--- src/rtl/cpu_trace_pkg.sv ---
// Shared types and constants for the CPU writeback trace buffer.
// An entry is {timestamp, drop flag, dest, pc, data}. Each entry leaves the block as three 32-bit words.
package cpu_trace_pkg;

    localparam logic [7:0] TRACE_MARKER = 8'hA5;

    localparam int unsigned W0_TS_LSB     = 0;
    localparam int unsigned W0_DEST_LSB   = 16;
    localparam int unsigned W0_DROP_BIT   = 23;
    localparam int unsigned W0_MARKER_LSB = 24;

    localparam int unsigned ENTRY_W = 16 + 1 + 5 + 32 + 32;

    typedef enum logic [1:0] {
        IDLE = 2'd0,
        W0   = 2'd1,
        W1   = 2'd2,
        W2   = 2'd3
    } trace_state_t;

    typedef struct packed {
        logic [15:0] ts;
        logic        drop;
        logic [4:0]  dest;
        logic [31:0] pc;
        logic [31:0] data;
    } trace_entry_t;

    function automatic logic [31:0] build_w0(input trace_entry_t e);
        logic [31:0] w;
        w = 32'd0;
        w[W0_MARKER_LSB +: 8] = TRACE_MARKER;
        w[W0_DROP_BIT]        = e.drop;
        w[W0_DEST_LSB +: 5]   = e.dest;
        w[W0_TS_LSB +: 16]    = e.ts;
        return w;
    endfunction

endpackage

--- src/rtl/trace_fifo.sv ---
// Synchronous FIFO for trace entries. It accepts a push while full when a pop happens in the same cycle.
module trace_fifo #(
    parameter  int DEPTH  = 16,
    parameter  int WIDTH  = 86,
    localparam int ADDR_W = $clog2(DEPTH)
) (
    input  logic              clock,
    input  logic              reset,
    input  logic              clear,
    input  logic              push,
    input  logic [WIDTH-1:0]  push_data,
    input  logic              pop,
    output logic [WIDTH-1:0]  pop_data,
    output logic [ADDR_W:0]   count,
    output logic              full,
    output logic              empty
);

    logic [WIDTH-1:0]  mem_q [DEPTH];
    logic [ADDR_W-1:0] wr_ptr_q, wr_ptr_d;
    logic [ADDR_W-1:0] rd_ptr_q, rd_ptr_d;
    logic [ADDR_W:0]   count_q, count_d;
    logic              push_ok_s;
    logic              pop_ok_s;

    assign full     = (count_q == (ADDR_W+1)'(DEPTH));
    assign empty    = (count_q == {(ADDR_W+1){1'b0}});
    assign count    = count_q;
    assign pop_data = mem_q[rd_ptr_q];

    // Next pointers and occupancy. The pointers wrap naturally because DEPTH is a power of two.
    always_comb begin
        pop_ok_s  = pop && !empty;
        push_ok_s = push && (!full || pop_ok_s);
        wr_ptr_d  = wr_ptr_q;
        rd_ptr_d  = rd_ptr_q;
        count_d   = count_q;
        if (push_ok_s) begin
            wr_ptr_d = wr_ptr_q + ADDR_W'(1);
        end else begin
            wr_ptr_d = wr_ptr_q;
        end
        if (pop_ok_s) begin
            rd_ptr_d = rd_ptr_q + ADDR_W'(1);
        end else begin
            rd_ptr_d = rd_ptr_q;
        end
        case ({push_ok_s, pop_ok_s})
            2'b10:   count_d = count_q + (ADDR_W+1)'(1);
            2'b01:   count_d = count_q - (ADDR_W+1)'(1);
            default: count_d = count_q;
        endcase
    end

    // Pointer and occupancy registers.
    always_ff @(posedge clock or negedge reset) begin
        if (!reset) begin
            wr_ptr_q <= {ADDR_W{1'b0}};
            rd_ptr_q <= {ADDR_W{1'b0}};
            count_q  <= {(ADDR_W+1){1'b0}};
        end else if (clear) begin
            wr_ptr_q <= {ADDR_W{1'b0}};
            rd_ptr_q <= {ADDR_W{1'b0}};
            count_q  <= {(ADDR_W+1){1'b0}};
        end else begin
            wr_ptr_q <= wr_ptr_d;
            rd_ptr_q <= rd_ptr_d;
            count_q  <= count_d;
        end
    end

    // The storage array is not reset. Reads are gated by occupancy.
    always_ff @(posedge clock) begin
        if (push_ok_s && !clear) begin
            mem_q[wr_ptr_q] <= push_data;
        end
    end

endmodule

--- src/rtl/cpu_trace_buffer.sv ---
// Timestamps CPU register writebacks, buffers them and serializes each one as three words to a host.
// Overflow does not stall the CPU. Lost events are counted, and the next stored entry is flagged.
module cpu_trace_buffer
    import cpu_trace_pkg::*;
#(
    parameter  int DEPTH  = 16,
    localparam int ADDR_W = $clog2(DEPTH)
) (
    input  logic              clock,
    input  logic              reset,
    input  logic              trace_en,
    input  logic              clear,
    input  logic              wr_en,
    input  logic [4:0]        wr_dest,
    input  logic [31:0]       wr_data,
    input  logic [31:0]       pc,
    output logic [31:0]       out_word,
    output logic              out_valid,
    input  logic              out_ready,
    output logic [ADDR_W:0]   count,
    output logic [15:0]       dropped
);

    trace_state_t     state_q, state_d;
    logic [15:0]      timestamp_q, timestamp_d;
    logic [15:0]      dropped_q, dropped_d;
    logic             drop_pending_q, drop_pending_d;

    logic             capture_s;
    logic             pop_s;
    logic             accept_s;
    logic             drop_s;
    logic             full_s;
    logic             empty_s;
    logic [ADDR_W:0]  count_s;
    trace_entry_t     new_entry_s;
    trace_entry_t     head_s;

    assign capture_s = trace_en && wr_en && (wr_dest != 5'd0);
    assign pop_s     = (state_q == W2) && out_ready;
    assign accept_s  = capture_s && (!full_s || pop_s);
    assign drop_s    = capture_s && full_s && !pop_s;

    assign new_entry_s = '{ts: timestamp_q, drop: drop_pending_q, dest: wr_dest, pc: pc, data: wr_data};

    trace_fifo #(
        .DEPTH (DEPTH),
        .WIDTH (ENTRY_W)
    ) u_fifo (
        .clock     (clock),
        .reset     (reset),
        .clear     (clear),
        .push      (accept_s),
        .push_data (new_entry_s),
        .pop       (pop_s),
        .pop_data  (head_s),
        .count     (count_s),
        .full      (full_s),
        .empty     (empty_s)
    );

    // Timestamp, saturating drop counter and the flag for the next entry after an overflow.
    always_comb begin
        timestamp_d    = timestamp_q + 16'd1;
        dropped_d      = dropped_q;
        drop_pending_d = drop_pending_q;
        if (drop_s) begin
            if (dropped_q != 16'hFFFF) begin
                dropped_d = dropped_q + 16'd1;
            end else begin
                dropped_d = dropped_q;
            end
            drop_pending_d = 1'b1;
        end else if (accept_s) begin
            drop_pending_d = 1'b0;
        end else begin
            drop_pending_d = drop_pending_q;
        end
    end

    // Serializer next state. After the last word, continue only if an entry remains, including one pushed this cycle.
    always_comb begin
        state_d = state_q;
        case (state_q)
            IDLE: begin
                if (!empty_s) state_d = W0;
                else          state_d = IDLE;
            end
            W0: begin
                if (out_ready) state_d = W1;
                else           state_d = W0;
            end
            W1: begin
                if (out_ready) state_d = W2;
                else           state_d = W1;
            end
            W2: begin
                if (out_ready) begin
                    if ((count_s > (ADDR_W+1)'(1)) || accept_s) state_d = W0;
                    else                                        state_d = IDLE;
                end else begin
                    state_d = W2;
                end
            end
            default: state_d = IDLE;
        endcase
    end

    // State, timestamp and drop bookkeeping registers. Clear flushes everything at the edge.
    always_ff @(posedge clock or negedge reset) begin
        if (!reset) begin
            state_q        <= IDLE;
            timestamp_q    <= 16'd0;
            dropped_q      <= 16'd0;
            drop_pending_q <= 1'b0;
        end else if (clear) begin
            state_q        <= IDLE;
            timestamp_q    <= 16'd0;
            dropped_q      <= 16'd0;
            drop_pending_q <= 1'b0;
        end else begin
            state_q        <= state_d;
            timestamp_q    <= timestamp_d;
            dropped_q      <= dropped_d;
            drop_pending_q <= drop_pending_d;
        end
    end

    // The output word is selected from the registered state and the FIFO head, so it holds steady under backpressure.
    always_comb begin
        case (state_q)
            W0:      out_word = build_w0(head_s);
            W1:      out_word = head_s.pc;
            W2:      out_word = head_s.data;
            default: out_word = 32'd0;
        endcase
    end

    assign out_valid = (state_q != IDLE);
    assign count     = count_s;
    assign dropped   = dropped_q;

endmodule

--- config.mk ---
export PLATFORM = sky130hd
export DESIGN_NAME = cpu_trace_buffer
export DESIGN_NICKNAME = d
export VERILOG_FILES = /design/src/rtl/cpu_trace_pkg.sv /design/src/rtl/trace_fifo.sv /design/src/rtl/cpu_trace_buffer.sv
export SDC_FILE = /design/constraint.sdc
export NUM_CORES = 1
export LEC_CHECK = 0
export CAP_MARGIN = 20
export CORE_MARGIN = 2
export CORE_UTILIZATION = 25
export CTS_CLUSTER_DIAMETER = 200
export DETAILED_ROUTE_END_ITERATION = 10
export PLACE_DENSITY = 0.38
export SLEW_MARGIN = 20
export SYNTH_ARGS = -nofsm -noshare
export SYNTH_HDL_FRONTEND = slang
export SYNTH_SLANG_ARGS = --single-unit
export TNS_END_PERCENT = 5
--- constraint.sdc ---
create_clock -name clock -period 11.9 [get_ports clock]
set_input_delay 2.38 -clock clock [delete_from_list [all_inputs] [get_ports clock]]
set_output_delay 2.38 -clock clock [all_outputs]
set_load 0.05 [all_outputs]
==> run summary <==
Status - completed
Most common cell after layout, fill and taps aside - edfxtp_1
Port bufs - 128
Die height - 474 um
Net Sw Frac - 22.1%
CP required - 9.52 ns
Met3 wire len - 6620 um
Largest net degree at the start of global routing - 101
Max frequency - 127 MHz
Internal reg-to-reg setup slack - 7.68 ns
Max-slew headroom at the worst pin - 21.9%
Nets@finish - 2883
Total number of vias - 26900
Endpoints failing setup - 0
Worst-Margin Slew - 1.17 ns
CTS tree - built
Hold crit path type - reg2reg
GRT overflow - 0
Total routed wirelength - 160000 um
Ys async rst share - 3.37%
Clk_lat worst skew - 0.81 ns
Int Pwr - 8.39 mW
FF+latch count, synth - 1424
Share of layout cells above drive strength 1 - 23.3%
Worst vdd ir - 0.139 mV
Routability congestion estimate - 0.734
CP endpoint kind - output port
First-pass GRT wire length - 225000 um
Post-synth EDFFs - 1376
Fillers - 21300
Static leakage - 19.7 nW
Metal-1 WL - 69700 um
Post-synth top area share - 74.9%
Post-Syn Area - 55200 sq um
Period utilization - 66.1%
Avg Cell Area, Syn - 21.5 sq um
Syn. warnings - 0
Resized Gates After CTS - 0
Seq/Total Area, Yosys - 77.1%
Initial antenna violation count - 22
Gr usage total - 14.2%
P&R area growth vs syn - 18.3%
Via-to-Cell Ratio - 4.64
Setup TNS - 0 ns
Core Area - 220000 sq um
Top Metal Used - met5
Startpoint Class - flip-flop
Critical-path maximum fanout - 93
CTS Buffer Depth - 3
Initial Utilization - 25.1%
Power share of the clock group - 44.5%
Slew Viols, Final - 0
Cells after synthesis - 2569
Sequential share of power - 51.3%
Gate power share - 4.2%
Wirelength per Cell - 27.5 um
Vias in the first global route - 29200
Die ar. - 224000 sq um
DRC - 0
Finished Core Util - 29.7%
Top Ports - 129
Minimum clock period - 7.87 ns
Rows - 172
H-tree depth - 4
Antenna-violating nets left - 0
Largest cells by area after synthesis - edfxtp_1 75%, mux4_2 14%, dfrtp_1 2.2%
Critical path class - reg2out
CTS Hold Bufs - 0
Area leader, netlist - edfxtp_1
RSZ-0062 raised after global routing - false
Endpoints failing hold - 0
Register clock-pin slew on the reported worst setup and hold paths - 0.06 ns
Most frequent cells in the layout - 1376 x edfxtp_1, 342 x mux4_2, 163 x clkbuf_16
Post-CTS setup buffers - 0
Max-cap violation count - 0
TritonCTS buffer count - 163
CTS Root Cell - clkbuf_16
Pwr/cell area - 165 nW/um^2
Detail Route met2 WL - 79100 um
Unique masters post-synth - 65
NetSw - 2.38 mW
HPWL Detailed - 85800 um
Sink Count - 1424
Drt pass-1 iters - 5
Mapped Nets - 2655
Worst clock skew - 0.0261 ns
DR iter-0 viols - 2115
Most common flop cell mapped by yosys - edfxtp_1
Die Wd - 474 um
Worst path arrival time - 5.49 ns
-- synthesized netlist by cell type, drive strengths merged (8+ instances only) --
| library cell | instances |
|---|---|
| nand3 | 31 |
| clkbuf | 58 |
| a31oi | 31 |
| dfrtp | 48 |
| a21oi | 29 |
| o21ai | 18 |
| nand2 | 137 |
| nor3 | 25 |
| nor4 | 8 |
| edfxtp | 1376 |
| inv | 17 |
| mux4 | 342 |
| xor2 | 8 |
| mux2i | 79 |
| xnor2 | 13 |
| nor2 | 60 |
| a221oi | 9 |
| and4 | 9 |
| o22ai | 15 |
| ha | 11 |
| nand4 | 11 |
| and3 | 16 |
| nor2b | 12 |
| or4 | 11 |
| mux2 | 10 |
| buf | 78 |
| a32oi | 16 |
| o31ai | 8 |
-- layout make-up --
type | instances | area, sq um | share of cell area, %
well taps | 2871 | 3590 | 5.50
repair buffers | 199 | 1950 | 2.99
multi-input cells | 992 | 12000 | 18.4
flip-flops and latches | 1424 | 42500 | 65.2
clock buffers | 199 | 4220 | 6.47
inverters | 17 | 67.6 | 0.104
clock inverters | 98 | 878 | 1.35
diodes | 8 | 20.0 | 0.0307
-- power by group through the flow --
stage | Clock [mW] | Sequential (mW) | Combinational, mW
after floorplan | 0 | 5.63 | 0.208
after global placement | 0 | 5.63 | 0.467
after detailed placement | 0 | 5.63 | 0.472
after CTS | 4.95 | 5.52 | 0.474
after global routing | 5.13 | 5.52 | 0.488
final | 4.80 | 5.52 | 0.457
-- worst max-delay path, stage by stage, from the launching register on --
cell and delay (ns):
dfrtp_4 0.85, buf_12 0.61, buf_4 0.73, mux4_2 0.33
and2_1 0.12, a211oi_1 0.06, a31oi_1 0.67, o211a_1 0.35
clkdlybuf4s50_1 0.83
-- final timing paths --
kind	depth (start not counted)	from	endpoint
hold reg to reg	1	dropped[15]	dropped[15]
hold / removal	1	dropped[15]	dropped[15]
max in group asynchronous	2	reset	u_fifo.rd_ptr_q[3]
min in group asynchronous	2	reset	dropped[8]
setup reg to reg	7	u_fifo.count[1]	u_fifo.mem_q[15][30]
setup / recovery	8	u_fifo.rd_ptr_q[1]	out_word[22]
-- routing by layer --
metal,GRT usage [%],vias to the layer above
li1,-,11300
met1,18.4,14800
met2,24.0,584
met3,2.51,226
met4,4.73,8
met5,0,-
-- kinds of logic after synthesis --
logic type,share of synthesized area [%]
XOR/XNOR,0.333
buffers and inverters,1.35
flip-flops,77.1
adder cells (fa/ha/maj),0.250
AND/OR/NAND/NOR,2.99
multiplexers,15.6
AO/OA/AOI/OAI,2.39
-- flip-flops by register name, indices dropped and copies added (netlist names) --
signal / count
u_fifo.mem_q: 1376
dropped: 16
timestamp_q: 16
u_fifo.count: 5
u_fifo.rd_ptr_q: 4
u_fifo.wr_ptr_q: 4
state_q: 2
drop_pending_q: 1
-- through the flow --
stage	hold WS [ns]	area, sq um	power (mW)	setup WS [ns]	std cells
after global routing	0.575	65300	11.1	3.74	5806
after detailed placement	0.546	60200	6.10	4.56	5503
after floorplan	0.556	55200	5.83	0.0610	2569
final	0.569	65300	10.8	4.03	5808
after global placement	0.533	60100	6.09	4.42	5502
after CTS	0.555	65300	10.9	3.66	5800
Note: power is estimated with default switching activity, not from simulation.
